[src/rtl/multi_port_free_list_pkg.sv]
// Shared free-list types, renamer defaults, state encoding and port-count helpers.
package multi_port_free_list_pkg;

  localparam int unsigned FL_DATA_WIDTH = 6;
  localparam int unsigned FL_DEPTH      = 32;
  localparam int unsigned FL_POP_PORTS  = 2;
  localparam int unsigned FL_PUSH_PORTS = 2;
  localparam int unsigned FL_INIT_BASE  = 32;

  typedef logic [FL_DATA_WIDTH-1:0] fl_tag_t;

  localparam logic [0:0] ST_INIT = 1'b0;
  localparam logic [0:0] ST_RUN  = 1'b1;

  // Number of set bits in a (zero-extended) port-valid vector.
  function automatic int unsigned port_count(input logic [3:0] v);
    int unsigned cnt;
    cnt = 0;
    for (int i = 0; i < 4; i++) begin
      if (v[i]) cnt++;
    end
    return cnt;
  endfunction

  // True when the valid bits form a contiguous run starting at bit 0.
  function automatic logic is_therm(input logic [3:0] v);
    return (v & (v + 4'd1)) == 4'd0;
  endfunction

endpackage

[src/rtl/multi_port_free_list_pointers.sv]
// Read/write index, free-count arithmetic and the INIT/RUN sequencing of the free list.
module multi_port_free_list_pointers
  import multi_port_free_list_pkg::*;
#(
  parameter int unsigned DEPTH      = FL_DEPTH,
  parameter int unsigned POP_PORTS  = FL_POP_PORTS,
  parameter int unsigned PUSH_PORTS = FL_PUSH_PORTS,
  localparam int unsigned IW = $clog2(DEPTH),
  localparam int unsigned CW = $clog2(DEPTH) + 1
) (
  input  logic                  clk,
  input  logic                  rst,
  input  logic [POP_PORTS-1:0]  pop,
  input  logic [PUSH_PORTS-1:0] push,
  input  logic                  rollback,
  input  logic [CW-1:0]         rollback_count,
  output logic                  init_active_c,
  output logic [IW-1:0]         init_index,
  output logic [IW-1:0]         read_index,
  output logic [IW-1:0]         write_index,
  output logic [CW-1:0]         free_count,
  output logic                  init_done,
  output logic                  pop_ready
);

  logic [0:0]    state_q, state_d;
  logic [IW-1:0] init_index_q, init_index_d;
  logic [IW-1:0] read_index_q, read_index_d;
  logic [IW-1:0] write_index_q, write_index_d;
  logic [CW-1:0] free_count_q, free_count_d;
  logic          init_done_q, init_done_d;
  logic          pop_ready_q, pop_ready_d;
  logic [CW-1:0] npop, npush, nrb;

  always_comb begin
    state_d       = state_q;
    init_index_d  = init_index_q;
    read_index_d  = read_index_q;
    write_index_d = write_index_q;
    free_count_d  = free_count_q;
    npop          = CW'(port_count(4'(pop)));
    npush         = CW'(port_count(4'(push)));
    nrb           = rollback ? rollback_count : '0;

    if (state_q == ST_INIT) begin
      init_index_d = init_index_q + IW'(1);
      if (init_index_q == IW'(DEPTH - 1)) begin
        state_d       = ST_RUN;
        free_count_d  = CW'(DEPTH);
        read_index_d  = '0;
        write_index_d = '0;
      end
    end else begin
      // Rollback rewinds the read pointer over slots that still hold the popped tags.
      read_index_d  = read_index_q + IW'(npop) - IW'(nrb);
      write_index_d = write_index_q + IW'(npush);
      free_count_d  = free_count_q - npop + npush + nrb;
    end

    init_done_d = (state_d == ST_RUN);
    pop_ready_d = (state_d == ST_RUN) && (free_count_d >= CW'(POP_PORTS));
  end

  always_ff @(posedge clk) begin
    if (rst) begin
      state_q       <= ST_INIT;
      init_index_q  <= '0;
      read_index_q  <= '0;
      write_index_q <= '0;
      free_count_q  <= '0;
      init_done_q   <= 1'b0;
      pop_ready_q   <= 1'b0;
    end else begin
      state_q       <= state_d;
      init_index_q  <= init_index_d;
      read_index_q  <= read_index_d;
      write_index_q <= write_index_d;
      free_count_q  <= free_count_d;
      init_done_q   <= init_done_d;
      pop_ready_q   <= pop_ready_d;
    end
  end

  assign init_active_c = (state_q == ST_INIT);
  assign init_index    = init_index_q;
  assign read_index    = read_index_q;
  assign write_index   = write_index_q;
  assign free_count    = free_count_q;
  assign init_done     = init_done_q;
  assign pop_ready     = pop_ready_q;

endmodule

[src/rtl/multi_port_free_list.sv]
// Multi-port physical-register free list: tag storage plus pointer block, self-filling after reset.
module multi_port_free_list
  import multi_port_free_list_pkg::*;
#(
  parameter int unsigned DATA_WIDTH = FL_DATA_WIDTH,
  parameter int unsigned DEPTH      = FL_DEPTH,
  parameter int unsigned POP_PORTS  = FL_POP_PORTS,
  parameter int unsigned PUSH_PORTS = FL_PUSH_PORTS,
  parameter int unsigned INIT_BASE  = FL_INIT_BASE,
  localparam int unsigned IW = $clog2(DEPTH),
  localparam int unsigned CW = $clog2(DEPTH) + 1
) (
  input  logic                             clk,
  input  logic                             rst,
  input  logic [POP_PORTS-1:0]             pop,
  output logic [POP_PORTS*DATA_WIDTH-1:0]  data_out,
  output logic                             pop_ready,
  output logic [CW-1:0]                    free_count,
  input  logic [PUSH_PORTS-1:0]            push,
  input  logic [PUSH_PORTS*DATA_WIDTH-1:0] push_data,
  input  logic                             rollback,
  input  logic [CW-1:0]                    rollback_count,
  output logic                             init_done
);

  logic                  init_active_c;
  logic [IW-1:0]         init_index;
  logic [IW-1:0]         read_index;
  logic [IW-1:0]         write_index;
  logic [DATA_WIDTH-1:0] mem_q [DEPTH];
  logic [DATA_WIDTH-1:0] mem_d [DEPTH];
  logic [CW-1:0]         nrb_c;

  multi_port_free_list_pointers #(
    .DEPTH      (DEPTH),
    .POP_PORTS  (POP_PORTS),
    .PUSH_PORTS (PUSH_PORTS)
  ) u_pointers (
    .clk            (clk),
    .rst            (rst),
    .pop            (pop),
    .push           (push),
    .rollback       (rollback),
    .rollback_count (rollback_count),
    .init_active_c  (init_active_c),
    .init_index     (init_index),
    .read_index     (read_index),
    .write_index    (write_index),
    .free_count     (free_count),
    .init_done      (init_done),
    .pop_ready      (pop_ready)
  );

  // Fill one slot per cycle during INIT, otherwise accept released tags at the write pointer.
  always_comb begin
    mem_d = mem_q;
    if (init_active_c) begin
      mem_d[init_index] = DATA_WIDTH'(INIT_BASE) + DATA_WIDTH'(init_index);
    end else begin
      for (int j = 0; j < PUSH_PORTS; j++) begin
        if (push[j]) begin
          mem_d[write_index + IW'(j)] = push_data[j*DATA_WIDTH +: DATA_WIDTH];
        end
      end
    end
  end

  always_ff @(posedge clk) begin
    mem_q <= mem_d;
  end

  always_comb begin
    data_out = '0;
    for (int i = 0; i < POP_PORTS; i++) begin
      data_out[i*DATA_WIDTH +: DATA_WIDTH] = mem_q[read_index + IW'(i)];
    end
  end

  assign nrb_c = rollback ? rollback_count : '0;

  always @(posedge clk) begin
    if (!rst && !init_active_c) begin
      assert (!(rollback && (|pop)));
      assert (is_therm(4'(pop)));
      assert (is_therm(4'(push)));
      assert (port_count(4'(pop)) <= 32'(free_count));
      assert (32'(free_count) + port_count(4'(push)) + 32'(nrb_c) <= DEPTH);
    end
  end

endmodule

[config.mk]
export PLATFORM = sky130hd
export DESIGN_NAME = multi_port_free_list
export DESIGN_NICKNAME = d
export VERILOG_FILES = /design/src/rtl/multi_port_free_list_pkg.sv /design/src/rtl/multi_port_free_list_pointers.sv /design/src/rtl/multi_port_free_list.sv
export SDC_FILE = /design/constraint.sdc
export NUM_CORES = 1
export LEC_CHECK = 0
export ABC_CLOCK_PERIOD_IN_PS = 3200
export BUFFER_PORTS_ARGS = -buffer_cell sky130_fd_sc_hd__clkbuf_2
export CORE_MARGIN = 5
export CORE_UTILIZATION = 34
export CTS_CLUSTER_SIZE = 14
export DETAILED_ROUTE_END_ITERATION = 10
export SYNTH_ARGS = -nofsm -noshare
export SYNTH_HDL_FRONTEND = slang
export SYNTH_SLANG_ARGS = --single-unit
[constraint.sdc]
create_clock -name clk -period 3.2 [get_ports clk]
set_clock_uncertainty 0.1 [all_clocks]
set_input_delay 0 -clock clk [delete_from_list [all_inputs] [get_ports clk]]
set_output_delay 0 -clock clk [all_outputs]
set_load 0.03 [all_outputs]
==> impl_metrics.json, run 1 <==
{
  "clock_path_buffers": 3,
  "avgSynthCellArea_um2": 9.30,
  "vias_per_cell": 6.51,
  "yosysMostFrequentCell": "nand2_1",
  "timing.critical_path.mode_cell": "mux4_2",
  "coreArea_mm2": 0.0488,
  "die-area_mm2": 0.0538,
  "grt_max_degree": 161,
  "finalHoldViolCount": 0,
  "avgRoutedWirePerCell_um": 27.3,
  "port_buffers": 44,
  "cts_made_buffers": 26,
  "cts_tree": "built",
  "syn_nets": 1859,
  "grt_setup_unrepaired": "no",
  "synthMuxAreaShare": 0.162,
  "synthDistinctLibCells": 60,
  "h-tree-depth": 1,
  "synth_ff_type": "edfxtp_1",
  "fin_util": 0.388,
  "io_pins": 45,
  "syn_inst": 1799,
  "finalMaxSlewViolations": 0,
  "power.leakage_nw": 6.82,
  "synth_common_cells": "nand2_1 (318), edfxtp_1 (192), o21ai_0 (155)",
  "critPathArrivalTime_ns": 3.01,
  "fp.dieH_um": 232,
  "clock_sinks": 215,
  "peakVddDrop_v": 0.000429,
  "die_x_um": 232,
  "track_usage": 0.240,
  "drive_above_1_share": 0.180,
  "cap_violations": 0,
  "grt_overflow": 0,
  "antenna_cells": 0,
  "crit_slowest_cell": "mux4_2",
  "synth-seq-cells": 215,
  "routabilityCongestion": 1.00,
  "worst_pin_slew_ns": 1.15,
  "finalSetupViolations": 0,
  "ys_seq_area_frac": 0.372,
  "synth_area_leaders": "edfxtp_1 (34%), mux4_2 (15%), nand2_1 (7.1%)",
  "synth_edf_count": 192,
  "ys_warn_count": 0,
  "synthAdderAreaFrac": 0.0293,
  "timing.final.crit_share": 0.972,
  "ant_nets": 0,
  "cts_root_buf": "clkbuf_16",
  "worst_hold_path_type": "in2reg",
  "path_class": "reg2out",
  "synth_compound_area_frac": 0.186,
  "drt_iter0_drc": 2425,
  "yosys.area_share.simple": 0.185,
  "initial_core_util": 0.343,
  "critPathLaunchType": "flip-flop",
  "synthXorXnorAreaFrac": 0.00972,
  "path_cells": "buf_6, mux4_2, mux4_2, mux2_2, clkbuf_2",
  "grt_pass1_wl_mm": 98.4,
  "insertion_delay_ns": 0.58,
  "critPathCaptureType": "primary output",
  "nets": 1852,
  "route.detailed.drc": 0,
  "max_stage_delay_ns": 0.59,
  "required_ns": 3.10,
  "tns_ns": 0,
  "grt_pass1_vias": 15000,
  "syn2layout_area_growth_pct": 13.2,
  "crit_path_max_fanout": 14,
  "syn-cell-area_mm2": 0.0167,
  "first_pass_iters": 6,
  "yosys.area.top_type": "edfxtp_1",
  "status": "complete, no violations",
  "p_per_area_mw_per_mm2": 369,
  "max_freq_mhz": 322,
  "fin_crit_ns": 3.11,
  "timing.slew.headroom": 0.235,
  "dp_hpwl_mm": 47.2,
  "num_vias": 16100,
  "synth_top_area_share": 0.345,
  "antenna_found_initial": 0,
  "wl_mm": 67.6,
  "ys_async_sr_fraction": 0,
  "rows": 81,
  "path_clk_slew_ns": 0.06,
  "synth_top_family_by_area": "compound AO/OA/AOI/OAI gates"
}
## flip-flops by register name, indices dropped and copies added, names as in the netlist
signal	flops
mem_q	192
u_pointers.free_count	6
u_pointers.init_index	5
u_pointers.pop_ready	1
u_pointers.read_index	5
u_pointers.state_q	1
u_pointers.write_index	5
## cell usage in the layout, fill, tap and decap left out, types with 7 or more instances in the layout
master,n
nand2_1,318
edfxtp_1,192
o21ai_0,155
mux4_2,108
nor2_1,106
a21oi_1,95
o22ai_1,89
nand3_1,82
buf_4,82
and3_1,79
inv_1,49
a311oi_1,44
clkbuf_2,44
ha_1,27
clkbuf_16,27
o211ai_1,22
mux2i_1,21
dfxtp_1,19
a31oi_1,14
a221o_1,14
nand2b_1,12
and2_1,12
nor2b_1,10
a31o_2,10
xnor2_1,10
dlygate4sd3_1,10
nor3b_1,9
o2bb2ai_1,8
a211oi_1,8
clkinv_2,8
nor3_1,7
buf_12,7
## final cells by class
type,count,area [um^2]
clock buffers,27,676
clock inverters,21,235
fillers,4886,29900
inverters,51,191
multi-input cells,1352,9660
flip-flops and latches,215,6240
well taps,664,831
repair buffers,146,1110
## path summary, 6_finish.rpt
path         depth (start not counted)                         to                 startpoint  slack [ns]
min reg2reg                          2   u_pointers.free_count[2]   u_pointers.free_count[2]        0.44
max                                  5                data_out[4]   u_pointers.read_index[1]        0.09
max reg2reg                          7                  mem_q[95]  u_pointers.write_index[1]        0.48
min                                  6  u_pointers.write_index[1]                    push[0]        0.05
## logic make-up (layout without fill, tap and decap cells)
kind of cell,Yosys count,count (layout)
and+or+nand+nor,669,669
buffers and inverters,232,245
muxes,135,135
AOI/OAI and AO/OA,496,496
xor gates and xnor gates,17,17
DFF,215,215
adders and majority gates,35,35
## repair_timing
action                                  CTS  global route
hold endpoints to repair                 32             0
endpoints found under the setup margin    8            14
resized for setup                         3             6
gates cloned                              0             0
hold buffers                             10             0
setup buffers                             2             8
pin swaps                                 1             0
## critical path: cells and delay by family (launching register included)
kind | cells | cell delay, ns
muxes | 3 | 1.47
buffers and inverters | 2 | 0.46
DFF | 1 | 0.49
## report_power, final
group          switching [mW]  internal [mW]
logic                   0.435          0.206
registers              0.0444           3.05
clock network            1.32           1.93
## per-stage QoR
step / setup slack [ns] / std cells / hold WS (ns) / area [um^2] / power [mW]
global placement: 0.162 / 2408 / 0.361 / 17800 / 3.75
CTS: 0.0133 / 2468 / 0.0434 / 18900 / 6.96
detailed placement: 0.0630 / 2408 / 0.360 / 17800 / 3.76
global route: 0.0239 / 2476 / 0.119 / 18900 / 7.13
floorplan: 0.370 / 1799 / -0.0207 / 16700 / 3.48
finish: 0.0905 / 2476 / 0.0494 / 18900 / 6.99
## metal layers
metal	vias to the layer above	routed length (um)	track usage
li1	6821	-	-
met1	7775	25200	0.326
met2	1282	29800	0.370
met3	246	8510	0.0419
met4	0	4140	0.122
met5	-	0	0
(Power assumes the default switching activity.)
==> run 2, diff against run 1 <==
ABC_CLOCK_PERIOD_IN_PS = 3500   (was 3200)
CORE_MARGIN = 8   (was 5)
PLACE_DENSITY = 0.55   (was not set)
clock period = 3.5 ns   (was 3.2 ns; I/O delays follow)
==> run 2 against run 1 <==
Compared with the run above:
- the run now ends with DRC left
- critical endpoint is now data_out[11]
- routed wire length up 3.2%
- final cell count down 0.77%
- combinational power down 8.0%
- power down 4.1%
- worst hold slack worse by 0.0025 ns
- die area up 5.2%
==> impl_metrics.json, run 2 (synthesized netlist as in run 1, its figures left out) <==
{
  "status": "complete, but fails checks",
  "violations": "DRC",
  "max_freq_mhz": 296,
  "drive_above_1_share": 0.167,
  "fin_crit_ns": 3.38,
  "clock_sinks": 215,
  "port_buffers": 44,
  "insertion_delay_ns": 0.56,
  "clock_path_buffers": 3,
  "final_cell_mix": "nand2_1 (318), edfxtp_1 (192), o21ai_0 (155), mux4_2 (108), nor2_1 (107)",
  "peakVddDrop_v": 0.000378,
  "die_x_um": 238,
  "timing.slew.headroom": 0.147,
  "nets": 1832,
  "ant_nets": 0,
  "critPathArrivalTime_ns": 3.28,
  "grt_pass1_vias": 14900,
  "track_usage": 0.239,
  "p_per_area_mw_per_mm2": 357,
  "path_clk_slew_ns": 0.06,
  "hold_slack_ns": 0.0469,
  "initial_core_util": 0.343,
  "stdcell_count": 2457,
  "regMostFlops": "mem_q",
  "rows": 81,
  "finalMaxSlewViolations": 0,
  "crit_path_max_fanout": 18,
  "timing.critical_path.mode_cell": "nand2_1",
  "power.leakage_nw": 6.74,
  "path_class": "reg2out",
  "finalPower_mw": 6.70,
  "cts_tree": "built",
  "critPathCaptureType": "primary output",
  "timing.final.crit_share": 0.965,
  "largest_reg_flops": 192,
  "finalHoldViolCount": 0,
  "cap_violations": 0,
  "grt_setup_unrepaired": "no",
  "cts_made_buffers": 27,
  "crit_buf_inv": 2,
  "r2r-start": "u_pointers.init_index[1]",
  "die-area_mm2": 0.0566,
  "critPathLaunch": "u_pointers.read_index[1]",
  "crit_slowest_cell": "ha_4",
  "worst_pin_slew_ns": 1.28,
  "avgRoutedWirePerCell_um": 28.4,
  "syn2layout_area_growth_pct": 12.3,
  "first_pass_iters": 11,
  "routabilityCongestion": 0.963,
  "coreArea_mm2": 0.0487,
  "dp_cells": 2399,
  "final_common_cell": "nand2_1",
  "worst_hold_path_type": "in2reg",
  "critPathLaunchType": "flip-flop",
  "fp.dieH_um": 238,
  "wl_mm": 69.8,
  "drt_iter0_drc": 2098,
  "required_ns": 3.40,
  "num_vias": 15800,
  "cts_root_buf": "clkbuf_16",
  "path_cells": "ha_4, buf_4, mux4_2, nand2_1, nand2_1, o22ai_1, nor2_1, clkbuf_2",
  "finalSetupViolations": 0,
  "grt_max_degree": 226,
  "min_from": "push_data[2]",
  "max_stage_delay_ns": 0.57,
  "route.detailed.drc": 2,
  "grt_pass1_wl_mm": 102,
  "io_pins": 45,
  "grt_overflow": 0,
  "crit_family": "adder cells",
  "h-tree-depth": 1,
  "vias_per_cell": 6.44,
  "dp_hpwl_mm": 48.6,
  "tns_ns": 0,
  "antenna_found_initial": 2
}
-- run 2: report_power, final --
part           internal (mW)  switching [mW]
sequential              2.79          0.0395
combinational          0.182           0.409
clock                   2.08            1.20
total                   5.05            1.65
-- run 2: stage by stage --
stage	util	cell area [um^2]	setup slack [ns]
6_report	0.386	18800	0.123
5_1_grt	0.386	18800	0.0338
4_1_cts	0.386	18800	0.144
3_5_place_dp	0.363	17700	0.278
3_3_place_gp	0.363	17700	0.336
2_1_floorplan	-	16700	0.670
-- run 2: worst register-to-register path: stages, from the launching register on --
cell      delay, ns
dfxtp_1        0.64
ha_1           0.69
nor2b_1        0.59
nand2_1        0.28
nand2b_1       0.35
-- run 2: final cells by class --
cell class,count,area [um^2]
Clock buffer,35,747
Clock inverter,14,269
Timing Repair Buffer,125,890
Antenna cell,1,2.50
Fill cell,4825,29900
Tap cell,664,831
Inverter,51,191
Multi-Input combinational cell,1352,9630
Sequential cell,215,6240
-- run 2: what timing repair did --
action | 4_1_cts | 5_1_grt
resized for setup | 0 | 1
hold endpoints to repair | 22 | 0
hold buffers | 8 | 0
setup endpoints to repair | 0 | 1
setup buffers | 0 | 0
-- run 2: worst paths after layout --
check,endpoint,slack [ns],cells after the start
setup reg to reg,mem_q[175],0.53,4
hold / removal,mem_q[134],0.05,4
setup / recovery,data_out[11],0.12,8
hold reg to reg,u_pointers.free_count[2],0.44,2
-- run 2: per-layer routing --
layer,share of wire,global-route usage,up-vias,wire length (um)
li1,-,-,6769,-
met1,0.39,0.320,7724,27300
met2,0.44,0.370,1119,30900
met3,0.12,0.0521,203,8400
met4,0.046,0.102,4,3230
met5,0.00029,0,-,20
